===== src/rtl/dataset_load_ctrl.sv =====
// Dataset-load sequencer: assembles bit-serial records into RAM words, then hands the RAM
// port to the compute engine until it reports completion. Optional macro: SER_PARITY_EN.
module dataset_load_ctrl #(
    parameter int ADDR_WIDTH   = 12,
    parameter int MAX_FEATURES = 15,
    parameter int LENGTH       = 16,
    parameter int DATA_WIDTH   = LENGTH * (MAX_FEATURES + 1),
    parameter int DEPTH        = 100
) (
    input  logic                  CLK,
    input  logic                  RST,
    input  logic                  start,
    input  logic [ADDR_WIDTH-1:0] num_dp,
    input  logic [3:0]            feat,
    input  logic                  ser_valid,
    input  logic                  ser,
    output logic                  ser_ready,
    output logic                  ram_we,
    output logic [ADDR_WIDTH-1:0] ram_addr,
    output logic [DATA_WIDTH-1:0] ram_wdata,
    input  logic [ADDR_WIDTH-1:0] comp_addr,
    output logic                  comp_grant,
    input  logic                  comp_done,
    output logic                  busy,
    output logic                  loaded,
    output logic                  err
);

    localparam int IDX_W = $clog2(DATA_WIDTH);
    localparam int CNT_W = IDX_W + 1;

    typedef enum logic [2:0] {
        IDLE,
        SHIFT,
        WRITE,
        COMPUTE,
        DONE
    } state_t;

    state_t                state;
    state_t                state_next;
    logic [ADDR_WIDTH-1:0] num_dp_r;
    logic [3:0]            feat_r;
    logic [ADDR_WIDTH-1:0] rec_idx;
    logic [CNT_W-1:0]      bit_cnt;
    logic [DATA_WIDTH-1:0] shift_reg;
    logic                  err_r;

    logic             cfg_bad;
    logic [CNT_W-1:0] w_last;
    logic             at_par;
    logic             par_bad;
    logic             rec_end;
    logic             last_rec;

    assign cfg_bad  = (num_dp == '0) || (num_dp > ADDR_WIDTH'(DEPTH));
    assign w_last   = CNT_W'(LENGTH * (int'(feat_r) + 1) - 1);
    assign last_rec = (rec_idx == num_dp_r - 1'b1);

`ifdef SER_PARITY_EN
    // The parity bit sits one index past the record and is never stored.
    assign at_par  = (bit_cnt == w_last + 1'b1);
    assign par_bad = at_par && ser_valid && ((^shift_reg) != ser);
    assign rec_end = at_par && ser_valid && !par_bad;
`else
    assign at_par  = 1'b0;
    assign par_bad = 1'b0;
    assign rec_end = ser_valid && (bit_cnt == w_last);
`endif

    always_ff @(posedge CLK or negedge RST) begin
        if (!RST) begin
            state <= IDLE;
        end else begin
            state <= state_next;
        end
    end

    always_comb begin
        state_next = state;
        case (state)
            IDLE, DONE: begin
                if (start) begin
                    state_next = cfg_bad ? IDLE : SHIFT;
                end
            end
            SHIFT: begin
                if (par_bad) begin
                    state_next = IDLE;
                end else if (rec_end) begin
                    state_next = WRITE;
                end
            end
            WRITE: begin
                state_next = last_rec ? COMPUTE : SHIFT;
            end
            COMPUTE: begin
                if (comp_done) begin
                    state_next = DONE;
                end
            end
            default: state_next = IDLE;
        endcase
    end

    always_ff @(posedge CLK or negedge RST) begin
        if (!RST) begin
            num_dp_r  <= '0;
            feat_r    <= '0;
            rec_idx   <= '0;
            bit_cnt   <= '0;
            shift_reg <= '0;
            err_r     <= 1'b0;
        end else begin
            case (state)
                IDLE, DONE: begin
                    if (start) begin
                        num_dp_r  <= num_dp;
                        feat_r    <= feat;
                        rec_idx   <= '0;
                        bit_cnt   <= '0;
                        shift_reg <= '0;
                        err_r     <= cfg_bad;
                    end
                end
                SHIFT: begin
                    if (ser_valid) begin
                        if (par_bad) begin
                            err_r <= 1'b1;
                        end else if (!at_par) begin
                            shift_reg[bit_cnt[IDX_W-1:0]] <= ser;
                            bit_cnt <= bit_cnt + 1'b1;
                        end
                    end
                end
                WRITE: begin
                    rec_idx   <= rec_idx + 1'b1;
                    bit_cnt   <= '0;
                    shift_reg <= '0;
                end
                default: ;
            endcase
        end
    end

    assign ser_ready  = (state == SHIFT);
    assign ram_we     = (state == WRITE);
    assign comp_grant = (state == COMPUTE);
    assign busy       = (state == SHIFT) || (state == WRITE) || (state == COMPUTE);
    assign loaded     = (state == COMPUTE) || (state == DONE);
    assign err        = err_r;
    assign ram_addr   = (state == COMPUTE) ? comp_addr : rec_idx;
    assign ram_wdata  = shift_reg;

endmodule


===== config.mk =====
export PLATFORM = sky130hd
export DESIGN_NAME = dataset_load_ctrl
export DESIGN_NICKNAME = d
export VERILOG_FILES = /design/src/rtl/dataset_load_ctrl.sv
export SDC_FILE = /design/constraint.sdc
export NUM_CORES = 1
export LEC_CHECK = 0
export CORE_MARGIN = 10
export CORE_UTILIZATION = 55
export CTS_CLUSTER_DIAMETER = 80
export DETAILED_ROUTE_END_ITERATION = 10
export DONT_BUFFER_PORTS = 1
export GPL_ROUTABILITY_DRIVEN = 0
export PLACE_DENSITY = 0.69
export SYNTH_ARGS = -nofsm -noshare
export SYNTH_HDL_FRONTEND = slang
export SYNTH_SLANG_ARGS = --single-unit

===== constraint.sdc =====
create_clock -name CLK -period 3 [get_ports CLK]
set_clock_uncertainty 0.05 [all_clocks]
set_input_delay 0.6 -clock CLK [delete_from_list [all_inputs] [get_ports CLK]]
set_output_delay 0.6 -clock CLK [all_outputs]
set_load 0.005 [all_outputs]

### After elaboration in Yosys (flattened, before gate mapping)

Index checks and enable logic that the tools add are counted.

| word-level totals | value |
|---|---|
| register bits | 297 |
| input port bits | 34 |
| output and inout port bits | 274 |

| cells by class | value |
|---|---|
| $add $sub $neg | 5 |
| order comparisons | 3 |
| eq/ne operators | 10 |
| muxes and demuxes | 18 |
| reductions and logical operators | 15 |

Operator list:

| cell | number |
|---|---|
| $pmux 256 s3 | 1 |
| $mux 256 | 2 |
| $bwmux 256 | 1 |
| $pmux 9 s3 | 1 |
| $mux 12 | 2 |
| $pmux 12 s2 | 1 |
| $mux 9 | 2 |
| $add 12x1->12 const B | 1 |
| $eq 12x12->1 | 1 |
| $gt 12x7->1 const B | 1 |
| $logic_not 12->1 | 1 |
| $pmux 3 s4 | 1 |
| $sub 12x1->12 const B | 1 |
| $add 9x1->9 const B | 1 |
| $eq 9x9->1 | 1 |
| $lt 8x9->1 const B | 1 |
| $mux 3 | 3 |
| $sub 9x1->9 const B | 1 |
| $demux 1 s8 | 1 |
| $ge 8x1->1 const B | 1 |
| $eq 3x2->1 const B | 2 |
| $reduce_and 3->1 | 2 |
| $add 4x1->5 const B | 1 |
| $logic_or 1x1->1 | 4 |
| 12 further kinds | 17 |

### Longest topological paths before layout

| depth | value |
|---|---|
| depth after elaboration | 7 |
| gate-level depth with buffers | 9 |
| gate-level depth less buffers | 8 |

### Worst setup path before layout

OpenSTA, ideal clock, no wires.

| path | value |
|---|---|
| path type | register to output |
| start | register state[2] |
| end | output ram_addr[10] |
| data arrival time | 1.496 ns |
| data required time | 2.350 ns |
| slack | 0.854 ns |
| stages on the path, launching flop included | 5 |
| cells stage by stage | dfrtp_1 -> and2b_1 -> nand2_1 -> buf_1 -> mux2_2 |

| on the way | value |
|---|---|
| longest elaborated chain between the ends | 2 |

Ends and longest elaborated chain:

| item | RTL line | source |
|---|---|---|
| start, declared | 40 | `state_t state;` |
| start signal, assigned | 75 | `state <= state_next;` |
| $eq 3x2->1 | 152 | `assign ram_addr = (state == COMPUTE) ? comp_addr : rec_idx;` |
| $mux 12 | 152 |  |
| end, declared | 19 | `output logic [ADDR_WIDTH-1:0] ram_addr,` |

No other way between the ends.

### Worst setup path after layout

| path | value |
|---|---|
| start | register state[2] |
| end | output ram_addr[3] |

The elaborated chain is that of the path after synthesis.

==> impl_metrics.csv <==
group,metric,value,unit
pwr,clock_power_share,36.7,%
routing,initialDrtViolationCount,1734,
sta,finalHoldViolations,297,
final_layout,nNetsFinal,1504,
clock_network,numCtsBuffers,34,
critical_path,cp-start-kind,"flop",
placed_design,placed_cell_area,14300,µm²
die,initial_utilization,55.9,%
die,core,25300,µm²
yosys,synth_xor_area_share,1.36,%
final_layout,area_growth,8.47,%
routing,ant_nets,0,
clock_network,clock-root-buffer,"clkbuf_16",
die,die_y,180,µm
placed_design,portBuffers,0,
critical_path,critPathKind,"flop to output pin",
final_layout,antenna_cells,0,
pwr,peakVddDrop,0.522,mV
routing,drc,0,
clock_network,h-tree-depth,2,
job,maxCapViolCount,0,
clock_network,cts-resized-gates,0,
sta,min_period,2.79,ns
clock_network,post_cts_buffers,0,
critical_path,ff2ff_path_depth,5,
routing,viasPerCell,6.79,
pwr,switching_power,3.49,mW
die,die-area,32500,µm²
die,die_w,180,µm
yosys,synth-compound-area-share,22.5,%
min_path,min-delay-path-class,"primary input to asynchronous set/reset pin",
sta,rsz0062_at_grt,"no",
outcome,violations,"negative hold slack",
pwr,p_int,7.10,mW
yosys,netlist.top_cell.by_area,"dfrtp_1",
clock_network,clk_latency,0.51,ns
sta,worstMarginPinSlew,1.41,ns
routing,avgRoutedWirePerCell,28.2,µm
yosys,synth_nets,1557,
critical_path,crit_path_max_fanout,14,
sta,fmaxAchievable,0.359,GHz
yosys,synthArstFlopShare,100,%
pwr,p_comb_share,21.5,%
placed_design,dp_hpwl,32600,µm
critical_path,cp_data_arrival_time,2.14,ns
critical_path,r2r_end,"ram_wdata[226]$_DFFE_PN0P_",
yosys,synth_flop_cell,"dfrtp_1",
yosys,synth_area,14100,µm²
yosys,synthTopCellsByArea,"dfrtp_1 (53%), o21ai_0 (9.5%), nand3_1 (7.9%)",
pwr,p_leak,6.31,nW
grt,grt_pass1_wl,76500,µm
yosys,synth_mux_area_share,2.36,%
pwr,report.power.total,10.6,mW
outcome,status,"finished with violations",
pwr,p_seq_share,41.8,%
yosys,netlist.area_leader.share,52.6,%
grt,grt.overflow.total,0,
yosys,synth-adder-area-share,0.620,%
final_layout,fillers,2190,
clock_network,cts_num_sinks,297,
critical_path,worstPathRequired,2.35,ns
critical_path,crit_start,"state[2]$_DFFE_PN0P_",
clock_network,cts_tree,"built",
yosys,avgSynthCellArea,9.32,µm²
yosys,ys_seq_area_share,52.6,%
sta,period_share,92.9,%
pwr,switching_share,33.0,%
final_layout,fin_area,15300,µm²
yosys,ys_types,61,
grt,grt_antenna_before_repair,0,
clock_network,clk_pin_slew,0.06,ns
grt,grt_pass1_vias,11600,
die,io_pins,308,
grt,grt_max_degree,298,
routing,dr.pass1.iters,5,
sta,tns,0,ns
pwr,pwr_density_cell,691,nW/µm²
sta,relSlewSlack,5.78,%
yosys,syn_inst,1516,
sta,setup_violations,0,
routing,num_vias,12300,
yosys,yosysWarnings,0,
yosys,synthSimpleGateAreaFrac,15.6,%
die,fp-row-count,58,
final_layout,drive_gt1_share,10.4,%
yosys,yosys_register_bits,297,
yosys,synth_edf_count,0,
clock_network,ctsLongestPathBuffers,3,
routing,wl,51100,µm
critical_path,ff2ff_setup_slack,0.22,ns
sta,final_max_slew_viol_count,0,
critical_path,worstReg2RegStart,"state[2]$_DFFE_PN0P_",
critical_path,end_kind,"output pin",
grt,grt_usage,29.8,%
sta,hold_ws,-0.254,ns
yosys,synth_top_family_by_area,"compound AO/OA/AOI/OAI gates",
-- registers in the layout (all words and copies together) (netlist names) --
register   flops
ram_wdata    256
num_dp_r      12
rec_idx       12
bit_cnt        9
feat_r         4
state          3
err            1
-- synth_stat cells, drive strengths merged (10+ instances only) --
library cell / n
a21oi: 219
a31oi: 23
and3: 10
buf: 42
clkbuf: 103
dfrtp: 297
inv: 10
mux2: 26
nand2: 67
nand3: 230
nor2: 50
nor3: 12
o211ai: 26
o21ai: 282
o31ai: 27
xnor2: 11
xor2: 11
-- logic make-up after synthesis --
family	Yosys count
AOI/OAI and AO/OA	589
muxes	30
DFF	297
xor gates and xnor gates	22
and+or+nand+nor	416
adders and majority gates	7
buffers and inverters	155
-- area by class of cell --
cell class	instances	area [µm²]	area share [%]
Inverter	10	37.5	0.245
Timing Repair Buffer	56	433	2.82
Tap cell	330	413	2.69
Clock buffer	52	980	6.39
Multi-Input combinational cell	1064	6000	39.1
Sequential cell	297	7430	48.5
Clock inverter	5	31.3	0.204
-- worst max-delay path by stage --
stage / slack, ns / endpoint
after global routing: 0.09 / ram_addr[3]
final: 0.21 / ram_addr[3]
after detailed placement: 0.38 / ram_wdata[226]$_DFFE_PN0P_
after floorplan: 0.85 / ram_addr[10]
after CTS: 0.20 / ram_addr[3]
after global placement: 0.41 / ram_wdata[130]$_DFFE_PN0P_
-- power groups by stage --
stage / Clock [mW] / Combinational, mW / Sequential [mW]
CTS: 3.90 / 2.24 / 4.43
detailed placement: 0 / 2.23 / 4.49
global route: 4.08 / 2.46 / 4.46
global placement: 0 / 2.19 / 4.49
floorplan: 0 / 1.83 / 4.40
finish: 3.89 / 2.28 / 4.43
-- worst max-delay path, stage by stage, from the launching register on --
cell and delay [ns]:
dfrtp_1 0.45, and2b_1 0.27, nand2_1 0.47, mux2_2 0.44
-- layer usage --
metal | global-route usage [%] | part of all wire, %
met1 | 37.1 | 37
met2 | 44.9 | 45
met3 | 14.5 | 14
met5 | 0 | 0
met4 | 8.76 | 3.0
-- through the flow --
step           cells  utilization, %  hold WS, ns  worst slack, ns
2_1_floorplan   1516               -        0.254            0.854
3_3_place_gp    1757            56.7        0.271            0.411
3_5_place_dp    1757            56.7        0.270            0.380
4_1_cts         1814            60.7       -0.254            0.203
5_1_grt         1814            60.7       -0.264           0.0904
6_report        1814            60.7       -0.254            0.214
-- cell usage in the layout (no fill, tap or decap), types with 9 or more instances in the layout --
master       n
nand3_1    222
o31ai_1     25
xnor2_1     11
clkbuf_16   35
and3_1      10
buf_4       55
mux2_2      26
clkbuf_1    13
a21oi_1    219
nand4_1      9
o21ai_1     14
a31oi_1     23
nor2_1      46
xor2_1      11
o21ai_0    268
nand2_1     65
o211ai_1    24
dfrtp_1    297
(Power assumes the default switching activity.)
